File: src/rtl/boot_loader_pkg.sv
// Shared definitions for the boot loader: FSM state type and default frame sync word.
package boot_loader_pkg;

    typedef enum logic [2:0] {
        ST_SYNC,
        ST_LEN,
        ST_DATA,
        ST_CSUM,
        ST_RUN,
        ST_ERROR
    } state_t;

    localparam logic [31:0] DEFAULT_MAGIC = 32'h4C4F4144;

endpackage

File: src/rtl/boot_loader_byte_assembler.sv
// Assembles little-endian 32-bit words from an accepted byte stream; doubles as the
// 4-byte sliding window used for frame sync.
module byte_assembler (
    input  logic        clk,
    input  logic        reset,
    input  logic [7:0]  in_data,
    input  logic        handshake,
    input  logic        clear,
    output logic [31:0] word,
    output logic        word_done
);

    logic [31:0] shreg;
    logic [1:0]  cnt;

    // word is the window value including the byte being accepted this cycle, so the
    // consumer can act on the same edge that accepts the 4th byte.
    assign word      = {in_data, shreg[31:8]};
    assign word_done = handshake && (cnt == 2'd3);

    always_ff @(posedge clk) begin
        if (!reset) begin
            shreg <= '0;
            cnt   <= '0;
        end else begin
            if (handshake)
                shreg <= word;
            if (clear)
                cnt <= '0;
            else if (handshake)
                cnt <= cnt + 2'd1;
        end
    end

endmodule

File: src/rtl/boot_loader.sv
// Receives a framed program image (MAGIC, LEN, data, CSUM) and writes it into cpu
// memory, releasing the cpu from reset only after the checksum verifies.
module boot_loader
    import boot_loader_pkg::*;
#(
    parameter int          ADDR_WIDTH = 10,
    parameter int          BASE_ADDR  = 0,
    parameter logic [31:0] MAGIC      = DEFAULT_MAGIC
) (
    input  logic                  clk,
    input  logic                  reset,
    input  logic [7:0]            in_data,
    input  logic                  in_valid,
    output logic                  in_ready,
    output logic                  mem_we,
    output logic [ADDR_WIDTH-1:0] mem_addr,
    output logic [31:0]           mem_wdata,
    output logic                  cpu_reset,
    output logic                  load_done,
    output logic                  load_error,
    output logic [ADDR_WIDTH:0]   word_count
);

    localparam logic [32:0]           DEPTH = 33'(1) << ADDR_WIDTH;
    localparam logic [ADDR_WIDTH-1:0] BASE  = ADDR_WIDTH'(BASE_ADDR);
    localparam logic [ADDR_WIDTH:0]   ONE   = (ADDR_WIDTH+1)'(1);

    state_t              state;
    logic [ADDR_WIDTH:0] len;
    logic [ADDR_WIDTH:0] idx;
    logic [31:0]         sum;
    logic [31:0]         word;
    logic                word_done;
    logic                handshake;
    logic                clear;

    assign in_ready   = (state != ST_RUN) && (state != ST_ERROR);
    assign handshake  = in_valid && in_ready;
    assign clear      = (state == ST_SYNC) && handshake && (word == MAGIC);
    assign cpu_reset  = (state == ST_RUN);
    assign load_done  = (state == ST_RUN);
    assign load_error = (state == ST_ERROR);
    assign word_count = idx;

    byte_assembler u_asm (
        .clk       (clk),
        .reset     (reset),
        .in_data   (in_data),
        .handshake (handshake),
        .clear     (clear),
        .word      (word),
        .word_done (word_done)
    );

    always_ff @(posedge clk) begin
        if (!reset) begin
            state     <= ST_SYNC;
            len       <= '0;
            idx       <= '0;
            sum       <= '0;
            mem_we    <= 1'b0;
            mem_addr  <= '0;
            mem_wdata <= '0;
        end else begin
            mem_we <= 1'b0;
            unique case (state)
                ST_SYNC: begin
                    if (clear)
                        state <= ST_LEN;
                end
                ST_LEN: begin
                    if (word_done) begin
                        if (word == '0)
                            state <= ST_CSUM;
                        else if ({1'b0, word} > DEPTH)
                            state <= ST_ERROR;
                        else begin
                            len   <= word[ADDR_WIDTH:0];
                            state <= ST_DATA;
                        end
                    end
                end
                ST_DATA: begin
                    if (word_done) begin
                        mem_we    <= 1'b1;
                        mem_addr  <= BASE + idx[ADDR_WIDTH-1:0];
                        mem_wdata <= word;
                        idx       <= idx + ONE;
                        sum       <= sum + word;
                        if (idx + ONE == len)
                            state <= ST_CSUM;
                    end
                end
                ST_CSUM: begin
                    if (word_done)
                        state <= (word == sum) ? ST_RUN : ST_ERROR;
                end
                default: ;
            endcase
        end
    end

endmodule
File: config.mk
export PLATFORM = sky130hd
export DESIGN_NAME = boot_loader
export DESIGN_NICKNAME = d
export VERILOG_FILES = /design/src/rtl/boot_loader_pkg.sv /design/src/rtl/boot_loader_byte_assembler.sv /design/src/rtl/boot_loader.sv
export SDC_FILE = /design/constraint.sdc
export NUM_CORES = 1
export LEC_CHECK = 0
export CORE_MARGIN = 5
export CORE_UTILIZATION = 39
export DETAILED_ROUTE_END_ITERATION = 10
export DONT_BUFFER_PORTS = 1
export GPL_TIMING_DRIVEN = 1
export PLACE_DENSITY = 0.49
export SLEW_MARGIN = 10
export SYNTH_ARGS = -nofsm -noshare
export SYNTH_HDL_FRONTEND = slang
export SYNTH_SLANG_ARGS = --single-unit
File: constraint.sdc
create_clock -name clk -period 4.6 [get_ports clk]
set_input_delay 0.69 -clock clk [delete_from_list [all_inputs] [get_ports clk]]
set_output_delay 0.69 -clock clk [all_outputs]
set_load 0.1 [all_outputs]
==> flow_summary.yaml, run 1 <==
outcome:
  status: "completed"
synth:
  syn_area_um2: 6681
  synth.most_common_cell: "nand2_1"
  synthTopCellsByCount: "nand2_1 (201), a21oi_1 (128), dfxtp_1 (126)"
  ys_warn_count: 0
  postSynthCellCount: 855
  ys.flop_type: "dfxtp_1"
  synth_fp_nets: 900
  syn_area_per_cell_um2: 7.815
  yosysTopAreaCell: "dfxtp_1"
  ys_top_cells_by_area: "dfxtp_1 (38%), nand2_1 (11%), a21oi_1 (9.6%)"
  synth_edf_count: 0
  synthArstFlopShare_pct: 0
  yosysTopAreaCellShare_pct: 37.75
  ys_ff_latch: 126
  synth_cell_types: 64
  synth_seq_area_share_pct: 37.75
setup_path:
  path_buf_inv: 0
  r2r_start: "word_count[2]$_SDFFE_PN0P_"
  crit_chain: "nand3_1 > nor2_1 > nand3_1 > xnor2_1 > nand3_1 > a2111oi_0 > o21bai_1 > a21oi_1"
  crit_path_max_fanout: 7
  cp_top_family: "flip-flops"
  r2r-end: "state[0]$_SDFFE_PN0P_"
  rr_worst_depth: 8
  cp-endpoint: "state[0]$_SDFFE_PN0P_"
  slowest_stage: "dfxtp_1"
  crit_arrival_ps: 3330
  r2r_slack_ps: 1610
  end_kind: "flip-flop"
  cp-start-kind: "flip-flop"
  path_class: "flip-flop to flip-flop"
  slowest_delay_ps: 1060
  timing.critical_path.mode_cell: "nand3_1"
  required_ps: 4950
  worstSetupStartpoint: "word_count[2]$_SDFFE_PN0P_"
  crit_cells: 8
drt:
  first_pass_iters: 5
  drt-wirelength-per-cell_um: 17.45
  vias_per_cell: 5.465
  vias: 5853
  drc_errors: 0
  drtAntennaViolNets: 0
  drtIter0Drc: 407
  routed_wl_mm: 18.69
layout:
  fin_util_pct: 44.86
  drive_gt1_share_pct: 7.756
  fillers: 1702
  multi_input_area_um2: 3900
  n_antenna_cell: 0
  fin_nets: 883
  syn_to_final_growth_pct: 12.13
  layout.area.seq_um2: 2522
  stdcell_area_um2: 7492
global_routing:
  grt_pass1_vias: 5562
  grt_util_all_layers_pct: 18.82
  grt-ovfl-total: 0
  grt_max_degree: 67
  grt_pass1_wl_mm: 29.91
  antenna_found_initial: 0
pwr:
  p_per_area_nw_per_um2: 357.0
  leakagePower_nw: 2.773
  vdd_drop_max_mv: 0.2579
sta:
  setup_ws_ps: 1613
  finalSetupTns_ps: 0
  report.final.slew_viol_count: 0
  rsz0062_at_grt: "no"
  whs_ps: 392.7
  relSlewSlack_pct: 22.51
  worst_pin_slew_ps: 1162
  setup_viol: 0
  fin_crit_ps: 2987
  max_freq_mhz: 334.8
  fin_skew_ps: 14.23
  final_hold_viol_count: 0
  min_period_over_period_pct: 64.94
die:
  die-height_um: 140.9
  initial_utilization_pct: 40.01
  die-area_um2: 19850
  boundaryPins: 69
  rows: 47
  die_x_um: 140.9
  core-area_um2: 16700
worst_hold_path:
  hold_path.class: "primary input to flip-flop"
cts:
  cts_buffers: 17
  clk_pin_slew_ps: 60
  clock_latency_ps: 430
  cts_resized: 0
  cts-root-buf: "clkbuf_16"
  post-cts-setup-buffer-count: 0
  cts_hold_buf: 0
  clock_path_buffers: 2
  cts_sinks: 126
  tritoncts: "yes"
  htree_levels: 4
place:
  dp_slack_ps: 1590
  portBuffers: 0
  dpl_cell_area_um2: 6857
  place_congestion: 0.8508
  post-dp-hpwl_mm: 13.33
run:
  maxCapViolations: 0
-- per-layer routing --
layer	vias up	GRT usage (%)	share of wire (%)
met4	0	5.813	1.6
met1	2733	22.83	44
met2	143	32.33	49
met5	-	0	0
li1	2957	-	-
met3	20	5.350	5.4
-- area by class of cell --
cell class                 count  area share (%)
tap                          220           3.674
sequential                   126           33.67
clock buffer                  18           5.728
clock inverter                14           2.756
inverter                      10          0.5177
multi-input combinational    667           52.05
timing repair buffer          16           1.603
-- worst register-to-register path: stages (launching register included) --
cell and delay, ps:
dfxtp_1 1060, nand3_1 280, nor2_1 330, nand3_1 190
xnor2_1 270, nand3_1 90, a2111oi_0 440, o21bai_1 100
a21oi_1 150
-- per-stage QoR --
step           total power (W)  std cells
6_report              0.002675       1071
5_1_grt               0.002780       1071
4_1_cts               0.002710       1071
3_5_place_dp          0.001244       1039
3_3_place_gp          0.001243       1039
2_1_floorplan         0.001218        855
-- logic make-up after synthesis --
group,Yosys count,share of synthesized area [%]
AOI/OAI and AO/OA,226,20.37
xor gates and xnor gates,39,5.112
adders and majority gates,34,6.479
buffers and inverters,62,4.026
DFF,126,37.75
muxes,15,2.247
and+or+nand+nor,353,24.01
-- registers in the layout, indices dropped and copies added, names as in the netlist --
| signal | cells |
|---|---|
| mem_wdata | 32 |
| sum | 32 |
| u_asm.shreg | 24 |
| len | 11 |
| word_count | 11 |
| mem_addr | 10 |
| state | 3 |
| u_asm.cnt | 2 |
| mem_we | 1 |
-- how the worst min path moves through the flow --
stage / start / to / cells after the start
floorplan: sum[25]$_SDFFE_PN0P_ / sum[25]$_SDFFE_PN0P_ / 2
global placement: sum[5]$_SDFFE_PN0P_ / sum[5]$_SDFFE_PN0P_ / 2
detailed placement: sum[15]$_SDFFE_PN0P_ / sum[15]$_SDFFE_PN0P_ / 2
CTS: reset / sum[8]$_SDFFE_PN0P_ / 1
global route: in_data[5] / u_asm.shreg[29]$_SDFFE_PN0P_ / 2
finish: in_data[4] / u_asm.shreg[28]$_SDFFE_PN0P_ / 2
-- cells in the final DEF, fill, tap and decap left out, drive strengths merged, types with 3 or more instances in the layout --
cell type | Yosys | layout
a211o | 3 | 3
a211oi | 8 | 8
a21o | 15 | 15
a21oi | 129 | 129
a31oi | 4 | 4
and2 | 5 | 5
and3 | 3 | 3
buf | 9 | 16
bufinv | 0 | 4
clkbuf | 42 | 18
clkinv | 0 | 6
dfxtp | 126 | 126
ha | 33 | 33
inv | 10 | 14
mux2i | 15 | 15
nand2 | 201 | 201
nand2b | 8 | 8
nand3 | 22 | 22
nand3b | 5 | 5
nand4 | 8 | 8
nor2 | 40 | 40
nor2b | 4 | 4
nor3 | 14 | 14
nor3b | 5 | 5
nor4 | 20 | 20
o211ai | 4 | 4
o21a | 13 | 13
o21ai | 29 | 29
o21bai | 3 | 3
o31ai | 3 | 3
or3 | 10 | 10
or4 | 3 | 3
xnor2 | 24 | 24
xor2 | 15 | 15
-- report_power, final --
| part | total [W] | internal (W) | switching, W |
|---|---|---|---|
| Sequential | 0.00112 | 0.00110 | 0.0000209 |
| Combinational | 0.0000980 | 0.0000321 | 0.0000659 |
| Clock | 0.00145 | 0.000919 | 0.000535 |
| Total | 0.00268 | 0.00205 | 0.000622 |
Note: power is estimated with default switching activity, not from simulation.
==> inputs of run 2 (changes only) <==
--- a/config.mk
+++ b/config.mk
@@ -5,6 +5,7 @@
 export SDC_FILE = /design/constraint.sdc
 export NUM_CORES = 1
 export LEC_CHECK = 0
+export ABC_AREA = 1
 export CORE_MARGIN = 5
 export CORE_UTILIZATION = 39
 export DETAILED_ROUTE_END_ITERATION = 10
==> constraint.sdc (replaced) <==
create_clock -name clk -period 3.11 [get_ports clk]
set_input_delay 0.4665 -clock clk [delete_from_list [all_inputs] [get_ports clk]]
set_output_delay 0.4665 -clock clk [all_outputs]
set_load 0.1 [all_outputs]
==> flow_summary.yaml, run 2 <==
synth:
  ys_warn_count: 0
  synth_fp_nets: 1105
  syn_area_um2: 7062
  synth.most_common_cell: "nand2_1"
  synth_seq_area_share_pct: 35.72
  yosysTopAreaCell: "dfxtp_1"
  ys_top_cells_by_area: "dfxtp_1 (36%), nand2_1 (11%), a21oi_1 (9.1%)"
  syn_area_per_cell_um2: 6.662
  yosysTopAreaCellShare_pct: 35.72
  ys.flop_type: "dfxtp_1"
  ys_ff_latch: 126
  synth_edf_count: 0
  synthTopCellsByCount: "nand2_1 (206), nor2_1 (132), a21oi_1 (129)"
  synth_cell_types: 33
  synthArstFlopShare_pct: 0
  postSynthCellCount: 1060
place:
  dpl_cell_area_um2: 7318
  portBuffers: 0
  place_congestion: 1.021
  dp_cells: 1271
  post-dp-hpwl_mm: 16.46
layout:
  final_cell_mix: "nand2_1 (206), nor2_1 (132), a21oi_1 (129)"
  n_antenna_cell: 0
  fin_nets: 1106
  stdcell_area_um2: 7894
  layout_commonest_cell: "nand2_1"
  stdcell_count: 1303
  drive_gt1_share_pct: 5.587
  syn_to_final_growth_pct: 11.78
  largestRegisters: "mem_wdata: 32 flops, sum: 32 flops, u_asm.shreg: 24 flops"
global_routing:
  grt_pass1_wl_mm: 33.71
  grt_max_degree: 94
  grt-ovfl-total: 0
  grt_util_all_layers_pct: 20.95
  grt_pass1_vias: 6124
  antenna_found_initial: 0
sta:
  fin_skew_ps: 11.13
  whs_ps: 175.0
  setup_viol: 0
  relSlewSlack_pct: 33.57
  min_period_over_period_pct: 73.42
  max_freq_mhz: 437.9
  rsz0062_at_grt: "no"
  worst_pin_slew_ps: 995.1
  finalSetupTns_ps: 0
  fin_crit_ps: 2283
  report.final.slew_viol_count: 0
  final_hold_viol_count: 0
drt:
  drt-wirelength-per-cell_um: 16.76
  drtIter0Drc: 402
  vias_per_cell: 5.103
  first_pass_iters: 5
  routed_wl_mm: 21.84
  vias: 6649
  drtAntennaViolNets: 0
  drc_errors: 0
setup_path:
  slowest_delay_ps: 400
  slowest_stage: "o21ai_1"
  r2r_slack_ps: 830
  crit_arrival_ps: 2600
  crit_chain: "ha_1 > fa_1 > nand3_1 > nand2_1 > nand2_1 > nand2_1 > inv_1 > o21ai_1 > nand3_1 > nand3_1 > nand3_1 > nand2_1 > inv_1"
  end_kind: "flip-flop"
  required_ps: 3430
  path_class: "flip-flop to flip-flop"
  crit_path_max_fanout: 4
  cp-start-kind: "flip-flop"
die:
  initial_utilization_pct: 39.45
  die-height_um: 144.6
  rows: 49
  die_x_um: 144.6
  core-area_um2: 17900
  die-area_um2: 20900
  boundaryPins: 69
cts:
  clock_latency_ps: 420
  clk_pin_slew_ps: 60
  clock_path_buffers: 2
  cts_hold_buf: 0
  cts_resized: 0
  htree_levels: 4
  tritoncts: "yes"
  post-cts-setup-buffer-count: 0
  cts-root-buf: "clkbuf_16"
  cts_sinks: 126
  cts_buffers: 17
pwr:
  leakagePower_nw: 3.485
  vdd_drop_max_mv: 0.3921
  p_per_area_nw_per_um2: 487.1
worst_hold_path:
  hold_path.class: "primary input to flip-flop"
outcome:
  status: "completed"
run:
  maxCapViolations: 0
-- run 2: cell count changes after synthesis, moves of 8 or more --
| cell | delta |
|---|---|
| inv_1 | +112 |
| nor2_1 | +92 |
| o21ai_0 | +84 |
| nand3_1 | +50 |
| clkbuf_1 | -24 |
| mux2i_1 | -15 |
| xnor2_1 | -15 |
| a21o_1 | -12 |
| nor4_1 | -11 |
| buf_2 | +10 |
| or3_1 | -10 |
| nand2b_1 | -8 |
| o21ai_1 | +8 |
| xor2_1 | -8 |
-- run 2: cell type report --
| cell class | instances | area (µm²) |
|---|---|---|
| repair buffers | 20 | 162.7 |
| multi-input cells | 772 | 3881 |
| inverters | 124 | 465.4 |
| clock buffers | 19 | 442.9 |
| fillers | 1895 | 10010 |
| flip-flops and latches | 126 | 2522 |
| clock inverters | 13 | 132.6 |
| well taps | 229 | 286.5 |
-- run 2: per-layer routing --
| metal | share of wire [%] | up-vias | routed length [µm] | global-route usage (%) |
|---|---|---|---|---|
| met1 | 45 | 2953 | 9810 | 26.62 |
| met4 | 2.2 | 0 | 474 | 6.922 |
| met5 | 0 | - | 0 | 0 |
| met2 | 47 | 147 | 10350 | 35.02 |
| met3 | 5.5 | 27 | 1197 | 4.960 |
| li1 | - | 3522 | - | - |
-- run 2: path summary, 6_finish.rpt --
kind / startpoint / end / depth (start not counted)
worst min-delay path: reset / word_count[0]$_SDFFE_PN0P_ / 1
worst max register to register: u_asm.shreg[8]$_SDFFE_PN0P_ / sum[20]$_SDFFE_PN0P_ / 13
worst min register to register: u_asm.cnt[1]$_SDFFE_PP0P_ / u_asm.cnt[1]$_SDFFE_PP0P_ / 2
worst max-delay path: u_asm.shreg[8]$_SDFFE_PN0P_ / sum[20]$_SDFFE_PN0P_ / 13
-- run 2: where the power goes --
group / leakage, nW / switching, W / internal (W)
Clock: 0.274 / 0.000819 / 0.00114
Combinational: 2.19 / 0.000146 / 0.0000690
Sequential: 1.02 / 0.0000328 / 0.00164
Total: 3.49 / 0.000997 / 0.00285
-- run 2: worst max-delay path: cells and delay by family, from the launching register on --
family	cells	cell delay [ps]
and+or+nand+nor	8	860
adders and majority gates	2	470
buffers and inverters	2	110
DFF	1	350
AOI/OAI and AO/OA	1	400
-- run 2: kinds of logic (layout without fill, tap and decap cells) --
family | after synthesis | in the layout | synth area share (%)
simple gates | 454 | 454 | 27.23
buf+inv | 162 | 176 | 9.320
xor+xnor | 16 | 16 | 1.984
compound gates | 268 | 268 | 19.61
fa+ha+maj | 34 | 34 | 6.130
flops | 126 | 126 | 35.72
-- run 2: metrics by stage --
step | worst slack (ps) | power (W) | utilization [%]
final | 826.6 | 0.003845 | 44.09
after global routing | 665.5 | 0.003992 | 44.09
after CTS | 837.7 | 0.003887 | 44.09
after detailed placement | 849.4 | 0.001922 | 40.88
after global placement | 881.2 | 0.001923 | 40.88
after floorplan | 584.3 | 0.001857 | -
